[config.mk]
export PLATFORM = sky130hd
export DESIGN_NAME = lsu_mem_port
export DESIGN_NICKNAME = d
export VERILOG_FILES = /design/src/rtl/lsu_mem_port.sv
export SDC_FILE = /design/constraint.sdc
export NUM_CORES = 1
export LEC_CHECK = 0
export BUFFER_PORTS_ARGS = -buffer_cell sky130_fd_sc_hd__buf_2
export CAP_MARGIN = 20
export CORE_MARGIN = 2
export CORE_UTILIZATION = 57
export CTS_CLUSTER_DIAMETER = 30
export DETAILED_ROUTE_END_ITERATION = 6
export PLACE_DENSITY = 0.85
export SKIP_LAST_GASP = 1
export SLEW_MARGIN = 30
export SYNTH_ARGS = -nofsm -noshare
export SYNTH_HDL_FRONTEND = slang
export SYNTH_SLANG_ARGS = --single-unit
[constraint.sdc]
create_clock -name clock -period 7.9 [get_ports clock]
set_input_delay 0.395 -clock clock [delete_from_list [all_inputs] [get_ports clock]]
set_output_delay 0.395 -clock clock [all_outputs]
set_load 0.02 [all_outputs]
[src/rtl/lsu_mem_port.sv]
// Load/store initiator for the byte-addressed mem port: accepts one CPU request,
// runs an aligned access or a byte-by-byte split, and returns a registered response.
module lsu_mem_port #(
    parameter bit SPLIT_MISALIGNED = 1'b1
) (
    input  logic        clock,
    input  logic        reset,
    input  logic        req_valid,
    output logic        req_ready,
    input  logic        req_write,
    input  logic [1:0]  req_size,
    input  logic        req_unsigned,
    input  logic [31:0] req_address,
    input  logic [31:0] req_wdata,
    output logic        resp_valid,
    output logic [31:0] resp_rdata,
    output logic        resp_error,
    output logic [31:0] mem_address,
    output logic [31:0] mem_data_out,
    input  logic [31:0] mem_data_in,
    output logic        mem_read_write,
    output logic [1:0]  mem_access_size,
    output logic        mem_unsigned
);
    typedef enum logic [1:0] {IDLE, ACCESS, SPLIT} state_t;

    localparam logic [1:0] SZ_BYTE = 2'b00;
    localparam logic [1:0] SZ_HALF = 2'b01;
    localparam logic [1:0] SZ_WORD = 2'b10;
    localparam logic [1:0] SZ_RSVD = 2'b11;

    state_t      state, state_nxt;
    logic        lat_write, lat_unsigned;
    logic [1:0]  lat_size, idx;
    logic [31:0] lat_addr, lat_wdata, asm_buf, asm_nxt, split_rdata;
    logic        accept, misaligned, reject, last_byte;

    assign req_ready  = (state == IDLE);
    assign accept     = req_valid && req_ready;
    assign misaligned = (req_size == SZ_HALF && req_address[0]) ||
                        (req_size == SZ_WORD && req_address[1:0] != 2'b00);
    assign reject     = (req_size == SZ_RSVD) || (misaligned && !SPLIT_MISALIGNED);
    assign last_byte  = (idx == ((lat_size == SZ_HALF) ? 2'd1 : 2'd3));

    // Assembly buffer including the byte arriving this cycle, so the last
    // split cycle can respond without an extra stage.
    always_comb begin
        asm_nxt = asm_buf;
        asm_nxt[{idx, 3'b000} +: 8] = mem_data_in[7:0];
        if (lat_size == SZ_HALF)
            split_rdata = {lat_unsigned ? 16'h0000 : {16{asm_nxt[15]}}, asm_nxt[15:0]};
        else
            split_rdata = asm_nxt;
    end

    always_comb begin
        state_nxt = state;
        case (state)
            IDLE:    if (accept && !reject) state_nxt = misaligned ? SPLIT : ACCESS;
            ACCESS:  state_nxt = IDLE;
            SPLIT:   if (last_byte) state_nxt = IDLE;
            default: state_nxt = IDLE;
        endcase
    end

    always_comb begin
        mem_address     = 32'h0;
        mem_data_out    = 32'h0;
        mem_read_write  = 1'b1;
        mem_access_size = SZ_WORD;
        mem_unsigned    = 1'b1;
        case (state)
            ACCESS: begin
                mem_address     = lat_addr;
                mem_data_out    = lat_wdata;
                mem_read_write  = ~lat_write;
                mem_access_size = lat_size;
                mem_unsigned    = lat_unsigned;
            end
            SPLIT: begin
                mem_address     = lat_addr + {30'h0, idx};
                mem_data_out    = {24'h0, lat_wdata[{idx, 3'b000} +: 8]};
                mem_read_write  = ~lat_write;
                mem_access_size = SZ_BYTE;
            end
            default: ;
        endcase
        // A store must never commit on a reset edge, whatever state we are in.
        if (reset) mem_read_write = 1'b1;
    end

    always_ff @(posedge clock) begin
        if (reset) begin
            state        <= IDLE;
            resp_valid   <= 1'b0;
            resp_rdata   <= 32'h0;
            resp_error   <= 1'b0;
            lat_write    <= 1'b0;
            lat_size     <= 2'b00;
            lat_unsigned <= 1'b0;
            lat_addr     <= 32'h0;
            lat_wdata    <= 32'h0;
            idx          <= 2'd0;
            asm_buf      <= 32'h0;
        end else begin
            state      <= state_nxt;
            resp_valid <= 1'b0;
            case (state)
                IDLE: if (accept) begin
                    lat_write    <= req_write;
                    lat_size     <= req_size;
                    lat_unsigned <= req_unsigned;
                    lat_addr     <= req_address;
                    lat_wdata    <= req_wdata;
                    idx          <= 2'd0;
                    asm_buf      <= 32'h0;
                    if (reject) begin
                        resp_valid <= 1'b1;
                        resp_error <= 1'b1;
                        resp_rdata <= 32'h0;
                    end
                end
                ACCESS: begin
                    resp_valid <= 1'b1;
                    resp_error <= 1'b0;
                    resp_rdata <= lat_write ? 32'h0 : mem_data_in;
                end
                SPLIT: begin
                    asm_buf <= asm_nxt;
                    idx     <= idx + 2'd1;
                    if (last_byte) begin
                        resp_valid <= 1'b1;
                        resp_error <= 1'b0;
                        resp_rdata <= lat_write ? 32'h0 : split_rdata;
                    end
                end
                default: ;
            endcase
        end
    end
endmodule

After elaboration in Yosys (flattened, before gate mapping)

Index checks and enable logic that the tools add are counted.

Output and inout bits: 103
Register bits: 138

Bitwise logic cells: 1
Shift operators: 3
Add/subtract/negate cells: 3
Mux-type cells: 32
Reductions and logical operators: 15
Eq/ne operators: 11

Operators by type and width:

| cell                   | number |
|---|---|
| $mux 32                | 7 |
| $pmux 32 s2            | 3 |
| $pmux 32 s3            | 1 |
| $add 32x2->32          | 1 |
| $bwmux 32              | 1 |
| $shift 8x7->32 const A | 1 |
| $shiftx 32x6->8        | 1 |
| $shiftx 8x7->32        | 1 |
| $mux 16                | 1 |
| $pmux 2 s2             | 3 |
| $mux 2                 | 5 |
| $mux 1                 | 9 |
| $neg 5->7              | 1 |
| $eq 2x1->1 const B     | 3 |
| $eq 2x2->1 const B     | 3 |
| $ne 2x1->1 const B     | 3 |
| $pmux 1 s3             | 2 |
| $reduce_and 2->1       | 3 |
| $logic_and 1x1->1      | 4 |
| $reduce_and 4->1       | 1 |
| $reduce_bool 2->1      | 2 |
| $reduce_bool 3->1      | 1 |
| $add 2x1->2 const B    | 1 |
| $eq 2x2->1             | 1 |
| other kinds (6)        | 6 |

Depth between registers and ports, before layout

Depth in word-level cells: 8
Mapped depth: 10
Mapped depth without buffers: 6

Worst setup path after synthesis

OpenSTA, ideal clock, no wires.

Path kind: register to register
From: reg idx[0]
To: reg resp_rdata[16]
Slack: 5.216 ns
Data arrival time: 2.601 ns
Cell stages (with the launch flop): 10
Data required time: 7.817 ns
Cell sequence: dfxtp_1 -> buf_2 -> buf_1 -> inv_1 -> ha_1 -> nand4b_1 -> o311ai_0 -> nand4_1 -> clkbuf_1 -> o221ai_1

Word-level cells in the longest chain between the ends: 8
Elaborated cells between the ends (all ways): 12
Classes of those cells: add/sub: 1; eq/ne: 2; shift: 2; mux: 6; reduce/logical: 1

Ends and longest elaborated chain:

| item                                                     | RTL line | RTL |
|---|---|---|
| start: declaration                                       | 34       | `logic [1:0] lat_size, idx;` |
| start signal: assignment                                 | 130      | `idx <= idx + 2'd1;` |
| $neg 5->7                                                | 49       | `asm_nxt[{idx, 3'b000} +: 8] = mem_data_in[7:0];` |
| $shiftx 8x7->32 / $shift 8x7->32 (equally long branches) | 49       |  |
| $bwmux 32                                                | 49       |  |
| $mux 16                                                  | 51       | `split_rdata = {lat_unsigned ? 16'h0000 : {16{asm_nxt[15]}}, asm_nxt[15:0]};` |
| $mux 32                                                  | 50       | `if (lat_size == SZ_HALF)` |
| $mux 32                                                  | 134      | `resp_rdata <= lat_write ? 32'h0 : split_rdata;` |
| $mux 32                                                  | 131      | `if (last_byte) begin` |
| $pmux 32 s3                                              | 108      | `case (state)` |
| end signal: assignment                                   | 126      | `resp_rdata <= lat_write ? 32'h0 : mem_data_in;` |
| end signal: assignment                                   | 134      |  |
| end: declaration                                         | 16       | `output logic [31:0] resp_rdata,` |

Parallel ways exist; a longest one is shown, timed or not. The select of a mux whose other input is x is not followed.
A chain may end at the register's enable or synchronous reset.

Worst setup path after layout

From: reg state[1]
To: out mem_address[15]

Word-level cells in the longest chain between the ends: 2
Elaborated cells between the ends (all ways): 3
Classes of those cells: eq/ne: 2; mux: 1

Ends and longest elaborated chain:

| item                                            | RTL line | RTL |
|---|---|---|
| start: declaration                              | 32       | `state_t state, state_nxt;` |
| start signal: assignment                        | 106      | `state <= state_nxt;` |
| $eq 2x2->1 / $eq 2x1->1 (equally long branches) | 72       | `case (state)` |
| $pmux 32 s2 (*)                                 | 72       |  |
| end: declaration                                | 18       | `output logic [31:0] mem_address,` |

Mark *: on every way between the ends. The rest lies on a longest branch, timed or not.

==> results.md <==
* Crit-path max FO at 34
* Core area at 12,500 sq um
* Post-synthesis sequential area ratio at 38.3%
* H-Tree Depth at 4
* Routed Antenna Nets at 0
* Initial antenna violation count at 2
* Clock Path Buffers at 2
* Synth Area in XOR/XNOR at 0.243%
* Final WL at 21.3 mm
* Final setup vio count at 0
* EDFF count, synth at 0
* Post-synth top area cell: dfxtp_1
* Ranking of synthesized cells by area: dfxtp_1, nand2_1, a21oi_1
* Worst Path Required at 7.51 ns
* Dpl hpwl at 14.0 mm
* DRC viols at 0
* Clk_skew at 0.00849 ns
* Post-Place Cells at 1,222
* Max-cap violations at 0
* Vias in the first global route at 6,802
* Top_reg_cell synth: dfxtp_1
* Most used cell, CP: inv_1
* Asr flop ratio synth at 0%
* Final Cycle Share at 48.7%
* First-pass DRT Iterations at 7
* Critical path's largest stage delay at 0.84 ns
* TritonCTS Buffers at 17
* Die width at 117 um
* Synth cell count leaders: nand2_1, dfxtp_1, a21oi_1
* Critical path buffers and inverters at 3
* Via count at 7,681
* Final hold violations at 0
* Max Clk Rate at 260 MHz
* Crit path DAT at 3.45 ns
* Layout cells sized above 1 at 25.1%
* Clk slew on worst S/H paths at 0.06 ns
* Root Driver: clkbuf_16
* Worst hold slack at 0.200 ns
* CP startpoint kind: flop
* Post-cts hold buffer count at 0
* Largest family of logic cells by synthesized area: compound AO/OA/AOI/OAI gates
* Multiplexer share of the synthesized area at 2.95%
* RD Place Congestion at 0.928
* CTS tree: done
* Clock Latency Late Sink at 0.42 ns
* Final TNS setup at 0 ns
* Synth Area in Adders at 2.18%
* Syn-to-layout area delta at 22.4%
* Crit path kind: reg -> out
* FP Rows at 41
* Seq cells post-synth at 138
* Syn nets at 1,038
* Share of the synthesized area in the top cell type at 38.3%
* Largest delay contributor family on the critical path: simple AND/OR/NAND/NOR gates
* Netlist cell types at 67
* Post-synthesis compound-gate area fraction at 26.5%
* Ports at 206
* Relative slew margins at 37.3%
* P per Cell Area at 221 nW/um^2
* Largest net degree at the start of global routing at 74
* Avg Cell Area, Syn at 7.82 sq um
* Yosys warnings at 0
* Cell leakage power at 0.00363 uW
* Final Max Tran Viols at 0
* CTS sink count at 138
* CP Capture Type: output pin
* DR vias/cell at 6.12
* Port bufs at 205
* Cell Area, Synth at 7220 sq um
* Crit-path cells: inv_1, ha_2, inv_1, nor2_1, o21ai_0, o211ai_1, buf_2
* Synth Instances at 923
* Minimum clock period at 3.84 ns
* Number of post-CTS setup repair buffers at 0
* First-pass GRT wire length at 33.3 mm
* Worst Hold Class: in -> reg
* Congestion Overflow GR at 0
* Slowest cell on the critical path: nor2_1
* Worst-Margin Slew at 0.934 ns
* RSZ-0062 raised after global routing: no
* Total Power at 1960 uW
* GRT Overall Usage at 30.9%
* Die H at 117 um
* Initial Util at 57.7%
* Post-CTS sizing at 0
* Synth Area in Simple Gates at 23.4%
* Non-filler cells, final at 1,255
* Die area at 13,600 sq um
* Top-count cell post-synth: nand2_1
* Routed wire per std cell at 16.9 um
* Max rail drop VDD at 141 uV
* Status: finished, final reports clean
* # nets final at 1,184
* DRT iter0 DRCs at 1,196
## registers in the layout (all words and copies together) (netlist names)
register,cells
lat_wdata,32
lat_write,1
asm_buf,32
resp_valid,1
resp_rdata,32
resp_error,1
idx,2
lat_unsigned,1
lat_addr,32
state,2
lat_size,2
## per-layer routing
metal | vias to the layer above | track usage (%) | part of all wire (%)
met3 | 58 | 7.32 | 9.1
met4 | 0 | 13.5 | 2.7
li1 | 3693 | - | -
met1 | 3519 | 42.9 | 43
met2 | 411 | 46.0 | 45
met5 | - | 0 | 0
## through the flow
step	worst slack, ns	instance area [sq um]	utilization, %
3_5_place_dp	4.16	8220	65.7
4_1_cts	3.71	8820	70.5
5_1_grt	3.74	8840	70.6
6_report	4.06	8840	70.6
2_1_floorplan	5.22	7220	-
3_3_place_gp	4.30	8210	65.6
## kinds of logic after synthesis
family	count (synthesis)
AND/OR/NAND/NOR	361
AO/OA/AOI/OAI	279
flip-flops	138
buffers and inverters	120
adder cells (fa/ha/maj)	12
multiplexers	11
XOR/XNOR	2
## worst min-delay path: stages
cell      delay [ns]
buf_2           0.07
nand3_1         0.05
o221ai_1        0.06
## report_power, final
part           switching (uW)  leakage [uW]  internal (uW)
logic                     246       0.00221            116
clock network             300      0.000296            511
registers                46.1       0.00112            737
total                     592       0.00363           1360
## placed cells by master (no fill, tap or decap), drive strengths merged, types with 4 or more instances in the layout
cell	netlist	routed
buf	13	217
nand2	180	180
dfxtp	138	138
a21oi	101	101
nor2	45	45
nand3	43	43
a22oi	42	42
and3	30	30
inv	29	30
clkbuf	77	20
o21ai	19	19
a221oi	16	16
o221ai	16	16
o2bb2ai	16	16
nor3	13	13
nand4	13	13
ha	11	11
a31oi	9	9
mux4	8	8
a22o	8	8
a222oi	7	7
clkinv	1	7
o211ai	6	6
and4	5	5
nor4	5	5
a41oi	5	5
a311oi	5	5
o311ai	4	4
a32oi	4	4
and2	4	4
## final cells by class
cell class	instances	area, sq um
clock inverters	11	144
repair buffers	217	1120
flip-flops and latches	138	2760
diodes	2	5.00
clock buffers	20	457
fillers	1083	3680
inverters	30	113
multi-input cells	665	4020
well taps	172	215
## path summary, 6_finish.rpt
path	startpoint	endpoint	slack (ns)	cells after the start
setup / recovery	state[1]	mem_address[15]	4.06	7
hold / removal	mem_data_in[26]	resp_rdata[26]	0.20	3
setup reg to reg	idx[1]	resp_rdata[29]	4.63	6
hold reg to reg	asm_buf[6]	asm_buf[6]	0.45	2
Note: power is estimated with default switching activity, not from simulation.
